<file path="src/rtl/sync_wr2rd_ptr.sv">
`default_nettype none
// ============================================================================
// Module      : sync_wr2rd_ptr
// Description : Write-to-read crossing stage of the asynchronous FIFO, in the
//               read clock domain (clk_out).
//               - Synchronises the Gray write pointer through SYNC_STAGES
//                 flops. Presents it as Gray and as registered binary.
//               - Converts a toggle-encoded flush request into a one-cycle
//                 pulse and returns an acknowledge toggle.
//               - Watches the synchronised pointer for multi-bit changes.
//                 This Gray integrity check is blanked around reset and flush.
// Ports       :
//   clk_out           in   read-domain clock, rising edge
//   reset             in   asynchronous, active-low reset
//   wptr_gray_i       in   [PW] Gray write pointer, from a write-domain flop
//   flush_tgl_i       in   flush request, one request per level change
//   err_clr_i         in   synchronous clear of gray_err_o
//   wptr_gray_sync_o  out  [PW] last stage of the pointer synchroniser
//   wptr_bin_sync_o   out  [PW] registered binary form of wptr_gray_sync_o
//   wptr_valid_o      out  synchronised pointer is usable (not blanked)
//   flush_pulse_o     out  one-cycle pulse per flush_tgl_i change
//   flush_ack_tgl_o   out  toggles once per flush_pulse_o
//   gray_err_o        out  sticky CDC integrity error
// Revision    : 1.0 - initial release
// ============================================================================
module sync_wr2rd_ptr #(
    parameter int ADDR_W      = 3,   // FIFO address width, 2..16
    parameter int SYNC_STAGES = 2    // synchroniser depth, 2..4
) (
    input  logic              clk_out,
    input  logic              reset,
    input  logic [ADDR_W:0]   wptr_gray_i,
    input  logic              flush_tgl_i,
    input  logic              err_clr_i,
    output logic [ADDR_W:0]   wptr_gray_sync_o,
    output logic [ADDR_W:0]   wptr_bin_sync_o,
    output logic              wptr_valid_o,
    output logic              flush_pulse_o,
    output logic              flush_ack_tgl_o,
    output logic              gray_err_o
);

    localparam int PW = ADDR_W + 1;
    // The counter must hold 2S+2; the width is sized for 2S+3 states.
    localparam int CNT_W = $clog2(2 * SYNC_STAGES + 3);
    localparam logic [CNT_W-1:0] BLANK_LOAD = CNT_W'(2 * SYNC_STAGES + 2);

    // ------------------------------------------------------------------
    // State
    // ------------------------------------------------------------------
    // ptr_q[0] is stage 1 and samples the input.
    // ptr_q[SYNC_STAGES-1] is stage S.
    logic [SYNC_STAGES-1:0][PW-1:0] ptr_q;
    logic [SYNC_STAGES-1:0]         tgl_q;
    logic                           tgl_prev_q;
    logic [PW-1:0]                  bin_q,   bin_d;
    logic                           pulse_q, pulse_d;
    logic                           ack_q,   ack_d;
    logic [CNT_W-1:0]               cnt_q,   cnt_d;
    logic                           valid_q, valid_d;
    logic                           err_q,   err_d;

    logic [PW-1:0]                  delta;
    logic                           multi_bit;

    // ------------------------------------------------------------------
    // Next-state logic
    // ------------------------------------------------------------------

    // Gray to binary: each binary bit is the XOR of all Gray bits at or
    // above it. A running accumulator avoids a self-referencing vector.
    always_comb begin
        logic acc;
        acc   = 1'b0;
        bin_d = '0;
        for (int i = PW - 1; i >= 0; i--) begin
            acc      = acc ^ ptr_q[SYNC_STAGES-1][i];
            bin_d[i] = acc;
        end
    end

    always_comb begin
        // A level difference between the last toggle stage and its
        // delayed copy marks exactly one request.
        pulse_d = tgl_q[SYNC_STAGES-1] ^ tgl_prev_q;
        ack_d   = ack_q ^ pulse_d;

        // Blank counter: a flush (re)loads it, otherwise it decays to 0.
        if (pulse_d) begin
            cnt_d = BLANK_LOAD;
        end else if (cnt_q != '0) begin
            cnt_d = cnt_q - CNT_W'(1);
        end else begin
            cnt_d = cnt_q;
        end

        valid_d = (cnt_q == '0) && !pulse_d;

        // delta is the change about to move into stage S on this edge.
        // So a flagged error rises together with the offending value.
        // More than one bit set  <=>  delta & (delta - 1) is nonzero.
        delta     = ptr_q[SYNC_STAGES-2] ^ ptr_q[SYNC_STAGES-1];
        multi_bit = (delta & (delta - PW'(1))) != '0;

        // A set wins over a simultaneous clear.
        err_d = ((cnt_q == '0) && multi_bit) || (err_q && !err_clr_i);
    end

    // ------------------------------------------------------------------
    // Registers
    // ------------------------------------------------------------------
    // The blank counter resets to its load value, not to zero.
    // The first edge after reset release therefore already counts down
    // the startup blank window. The window then ends together with the
    // flush-induced window.
    always_ff @(posedge clk_out or negedge reset) begin
        if (!reset) begin
            ptr_q      <= '0;
            tgl_q      <= '0;
            tgl_prev_q <= 1'b0;
            bin_q      <= '0;
            pulse_q    <= 1'b0;
            ack_q      <= 1'b0;
            cnt_q      <= BLANK_LOAD;
            valid_q    <= 1'b0;
            err_q      <= 1'b0;
        end else begin
            ptr_q      <= {ptr_q[SYNC_STAGES-2:0], wptr_gray_i};
            tgl_q      <= {tgl_q[SYNC_STAGES-2:0], flush_tgl_i};
            tgl_prev_q <= tgl_q[SYNC_STAGES-1];
            bin_q      <= bin_d;
            pulse_q    <= pulse_d;
            ack_q      <= ack_d;
            cnt_q      <= cnt_d;
            valid_q    <= valid_d;
            err_q      <= err_d;
        end
    end

    // ------------------------------------------------------------------
    // Outputs: all driven straight from flops
    // ------------------------------------------------------------------
    assign wptr_gray_sync_o = ptr_q[SYNC_STAGES-1];
    assign wptr_bin_sync_o  = bin_q;
    assign wptr_valid_o     = valid_q;
    assign flush_pulse_o    = pulse_q;
    assign flush_ack_tgl_o  = ack_q;
    assign gray_err_o       = err_q;

endmodule
`default_nettype wire

</file>
<file path="config.mk">
export PLATFORM = sky130hd
export DESIGN_NAME = sync_wr2rd_ptr
export DESIGN_NICKNAME = d
export VERILOG_FILES = /design/src/rtl/sync_wr2rd_ptr.sv
export SDC_FILE = /design/constraint.sdc
export NUM_CORES = 1
export LEC_CHECK = 0
export CAP_MARGIN = 40
export CORE_MARGIN = 2
export CORE_UTILIZATION = 45
export CTS_BUF_LIST = sky130_fd_sc_hd__clkbuf_16
export DETAILED_ROUTE_END_ITERATION = 8
export GPL_TIMING_DRIVEN = 0
export PLACE_DENSITY = 0.84
export SLEW_MARGIN = 10
export SYNTH_ARGS = -nofsm -noshare
export SYNTH_HDL_FRONTEND = slang
export SYNTH_SLANG_ARGS = --single-unit
</file>
<file path="constraint.sdc">
create_clock -name clk_out -period 1.7 [get_ports clk_out]
set_clock_uncertainty 0.05 [all_clocks]
set_input_delay 0.17 -clock clk_out [delete_from_list [all_inputs] [get_ports clk_out]]
set_output_delay 0.17 -clock clk_out [all_outputs]
set_load 0.01 [all_outputs]
</file>
==> summary.txt, run 1 <==
STA
  • Final Max Tran Viols: 0
  • Clock period minus worst slack: 1.53 ns
  • RSZ-0062 raised after global routing: no
  • Fmax: 655 MHz
  • Final Cycle Share: 89.8%
  • Worst-margin pin slew: roughly 0.47 ns
  • Max_slew headroom: between 60% and 70%
  • Setup violations, final: 0
  • Hold WS: ~0.15 ns
  • Post-route setup TNS: 0 ns
  • Final WS setup: 0.174 ns
  • Hold Vio Cnt, Final: 0

Finish
  • Final core utilization: 64.9%
  • Commonest non-fill, non-tap cells in the layout: dfrtp_1, clkdlybuf4s50_1, xor2_1
  • Share of post-route cells with drive strength above 1: approximately an eighth
  • P&R area growth vs syn: 39.2%
  • Finished layout cell area: ~1100 sq um
  • Commonest non-fill, non-tap cell in the layout: dfrtp_1
  • Nets: 89
  • Non-filler cells, final: 95
  • Antenna Cells: 0

Synthesis
  • Syn Nets: 64
  • Unique masters post-synth: 15
  • Post-Synthesis Cells: between 50 and 60
  • Synth top area share: 64.3%
  • Synthesis Warnings: 0
  • Ranking of synthesized cells by area: dfrtp_1, xor2_1, dfstp_2
  • Sequential share of the synthesized area: 71.1%
  • Post-synthesis instance area: 778 sq um
  • Yosys top cell by area: dfrtp_1
  • Number of synthesized register bits: 22
  • Avg Inst Size Synth: around 14 sq um

Routing
  • Post-route ant nets: 0
  • WL final: 1140 um
  • Drt pass-1 iters: 2
  • Avg Vias per Cell: 4.65
  • DR vias: 442
  • WL per Instance: 12.0 um
  • Drt initial violations: 3
  • Post-route DRC: 0

Critical path
  • CP arrival: 1.31 ns
  • Worst Setup End Kind: output port
  • CP max stage delay: 0.53 ns
  • Critical Path Start Type: flip-flop
  • Critical path class: reg -> out
  • Req. time, crit path: 1.48 ns
  • Worst-path fanout max: 4
  • Worst path cell trace: buf_4 -> clkdlybuf4s50_1
  • CP max-delay cell: clkdlybuf4s50_1

Job
  • Max-cap violations: 0

Floorplanning
  • Die ar.: 2080 sq um
  • Rows: 15
  • Die width: 45.6 um
  • Core region area: 1670 sq um
  • Chip height: 45.6 um
  • Starting density of the core: between 40 and 50%
  • I/O pin cnt: 20

Place
  • DP Worst Slack: 0.298 ns
  • Gp weighted congestion: around 0.63
  • Placed insts: between 90 and 100
  • PortBufs: 19
  • DP Area: 1000 sq um
  • HPWL after detailed placement: 838 um

Global route
  • Number of global-route vias before repair: about 420
  • First-pass GRT wire length: 1730 um
  • GRT Util Overall: a little under an eighth
  • GRT Residual Overflow: 0
  • Initial antenna violation count: 0
  • Largest net degree at the start of global routing: 16

Clock tree
  • Clk pin slew, worst setup/hold paths: 0.05 ns
  • CTS Hold Buffers Added: 0
  • Post-CTS Resized: 0
  • CTS tree: done
  • H-tree depth: 1
  • Root Buffer: clkbuf_16
  • Worst-Skew Late Latency: 0.25 ns
  • Buffer count from post-CTS setup fixing: 0
  • CTS Sinks: 22
  • CTS Buffer Depth: 2
  • Num CTS Buffers: 3

Power
  • Overall power: 1.38 mW
  • Power Density: between 1000 and 1500 nW/um^2
  • Lkg Pwr: 0.495 nW
  • Peak supply drop: 1.02 mV

Status
  • Status: complete, no violations

Hold path
  • HP Class: in -> async
## cell type report
cell class                 instances  area, sq um
clock inverter                     1         3.75
buffer                             4         30.0
sequential                        22          553
fill                             118          587
multi-input combinational         24          180
inverter                           4         15.0
tap                               17         21.3
timing repair buffer              20          205
clock buffer                       3         75.1
## worst paths after layout
kind	from	endpoint	slack, ns	cells after the start
min in group clk_out	tgl_q[0]	tgl_q[1]	0.30	0
min reg2reg	tgl_q[0]	tgl_q[1]	0.30	0
min	reset	wptr_bin_sync_o[2]	0.15	1
max	wptr_gray_sync_o[3]	wptr_gray_sync_o[3]	0.17	2
max in group asynchronous	reset	cnt_q[1]	0.95	2
max reg2reg	cnt_q[0]	cnt_q[1]	0.26	5
## cell usage after synthesis
master and instances:
dfrtp_1 20, xor2_1 9, buf_4 4, inv_1 4, nor2_1 4, a211oi_1 2
dfstp_2 2, ha_1 2, a211o_1 1, a21oi_1 1, nand2_1 1, nor2b_1 1
o21ai_0 1, o32ai_1 1, xnor2_1 1
## worst max-delay path, delay by kind of cell, from the launching register on
family | cells | cell delay [ns]
buffers and inverters | 2 | 0.66
flip-flops | 1 | 0.40
## power breakdown
group | internal [mW] | total (mW) | switching (mW)
logic | 0.144 | 0.264 | 0.120
registers | 0.605 | 0.642 | 0.0361
clock network | 0.313 | 0.477 | 0.164
## state kept, by name, indices dropped and copies added (netlist names), 2 cells and up
signal,count
ptr_q,4
wptr_bin_sync_o,4
wptr_gray_sync_o,4
cnt_q,3
tgl_q,2
## logic make-up after synthesis
kind of cell               synth area share [%]
DFF                                        71.1
and+or+nand+nor                            3.21
AOI/OAI and AO/OA                          5.46
adders and majority gates                  3.21
xor gates and xnor gates                   11.3
buffers and inverters                      5.79
## routing by layer
metal | global-route usage, % | routed length, um | up-vias
li1 | - | - | 215
met1 | 12.3 | 467 | 212
met2 | 22.0 | 605 | 13
met3 | 3.57 | 49 | 2
met4 | 5.29 | 14 | 0
met5 | 0 | 0 | -
Note: power is estimated with default switching activity, not from simulation.
==> run 2: changes to the inputs <==
- CORE_MARGIN: 2 -> unset
==> summary.txt, run 2 (synthesis results as in run 1) <==
Status
  • Status: finished, violations left
  • Violated checks: design-rule violations

Global route
  • GRT Residual Overflow: 0
  • Initial antenna violation count: 0
  • GRT Util Overall: 16.6%
  • Largest net degree at the start of global routing: 20
  • Number of global-route vias before repair: about 500
  • First-pass GRT wire length: about 2200 um

STA
  • Hold Vio Cnt, Final: 0
  • Max_slew headroom: 66.7%
  • Post-route setup TNS: 0 ns
  • Final Cycle Share: 90.2%
  • Final Max Tran Viols: 0
  • RSZ-0062 raised after global routing: no
  • Clock period minus worst slack: 1.53 ns
  • Fmax: 652 MHz
  • Worst-margin pin slew: 0.498 ns
  • Setup violations, final: 0

Routing
  • Post-route DRC: 1
  • Avg Vias per Cell: just under 5
  • Drt initial violations: 2
  • Post-route ant nets: 0
  • DR vias: about 460
  • WL per Instance: 13.8 um
  • WL final: about 1300 um
  • Drt pass-1 iters: 5

Finish
  • Fillers: 112
  • Antenna Cells: 0
  • Area taken by flip-flops and latches: 553 sq um
  • Share of post-route cells with drive strength above 1: 12.8%
  • Nets: 89
  • P&R area growth vs syn: 39.1%
  • Multi-input gate area: between 150 and 200 sq um
  • Final core utilization: 69.4%
  • Commonest non-fill, non-tap cell in the layout: dfrtp_1
  • Commonest non-fill, non-tap cells in the layout: dfrtp_1, clkdlybuf4s50_1, xor2_1

Critical path
  • Worst R2R Path Depth: 5
  • Worst R2R End: cnt_q[1]
  • Req. time, crit path: 1.48 ns
  • Worst Setup End Kind: output port
  • Critical register-to-register path startpoint: cnt_q[0]
  • Worst-path fanout max: 3
  • CP arrival: 1.31 ns
  • Critical Path Start Type: flip-flop
  • R2R Setup Slk: 0.27 ns
  • Critical path class: reg -> out

Clock tree
  • CTS Sinks: 22
  • Clk pin slew, worst setup/hold paths: 0.05 ns
  • CTS tree: done
  • Num CTS Buffers: 3
  • Root Buffer: clkbuf_16
  • Buffer count from post-CTS setup fixing: 0
  • Worst-Skew Late Latency: 0.25 ns
  • CTS Hold Buffers Added: 0
  • H-tree depth: 1
  • CTS Buffer Depth: 2
  • Post-CTS Resized: 0

Floorplanning
  • Core region area: 1560 sq um
  • I/O pin cnt: 20
  • Die width: 43.6 um
  • Die ar.: 1900 sq um
  • Starting density of the core: 49.9%
  • Rows: 14
  • Chip height: between 40 and 50 um

Place
  • HPWL after detailed placement: between 800 and 900 um
  • Gp weighted congestion: approximately 0.65
  • PortBufs: 19

Hold path
  • HP Class: in -> async

Power
  • Power Density: 1290 nW/um^2
  • Lkg Pwr: 0.495 nW
  • Peak supply drop: about 0.75 mV

Job
  • Max-cap violations: 0
## run 2: metrics by stage
step,area [sq um],power [mW],hold WS (ns),worst slack [ns],instances
after global routing,1080,1.45,0.103,0.118,94
after floorplan,778,0.781,-0.176,0.397,54
after detailed placement,1000,0.912,0.300,0.303,90
after global placement,988,0.890,0.284,0.334,89
after CTS,1080,1.40,0.0969,0.149,94
final,1080,1.39,0.0945,0.167,94
## run 2: final cells by class
class | instances | share of cell area (%)
flip-flops and latches | 22 | 51.1
inverters | 4 | 1.39
repair buffers | 20 | 19.0
multi-input cells | 24 | 16.6
plain buffers | 4 | 2.77
clock inverters | 1 | 0.347
clock buffers | 3 | 6.94
well taps | 16 | 1.85
## run 2: critical path, cell delays in order, from the launching register on
cell and delay, ns:
dfrtp_1 0.40, buf_4 0.13, clkdlybuf4s50_1 0.53
## run 2: how the worst max path moves through the flow
stage,from,end,slack (ns),cells after the start
after floorplan,cnt_q[1],cnt_q[1],0.40,4
after global placement,reset,wptr_bin_sync_o[2],0.33,1
after detailed placement,cnt_q[0],cnt_q[1],0.30,5
after CTS,wptr_gray_sync_o[2],wptr_gray_sync_o[2],0.15,2
after global routing,wptr_gray_sync_o[3],wptr_gray_sync_o[3],0.12,2
final,wptr_gray_sync_o[2],wptr_gray_sync_o[2],0.17,2
## run 2: layer usage
metal,part of all wire (%),global-route usage (%)
met1,41,18.8
met2,51,26.9
met3,4.0,3.75
met4,3.7,13.1
met5,0,0
## run 2: power by group
part           internal, mW  total, mW  switching, mW
clock network         0.314      0.490          0.176
logic                 0.142      0.259          0.116
registers             0.606      0.645         0.0393
total                  1.06       1.39          0.332
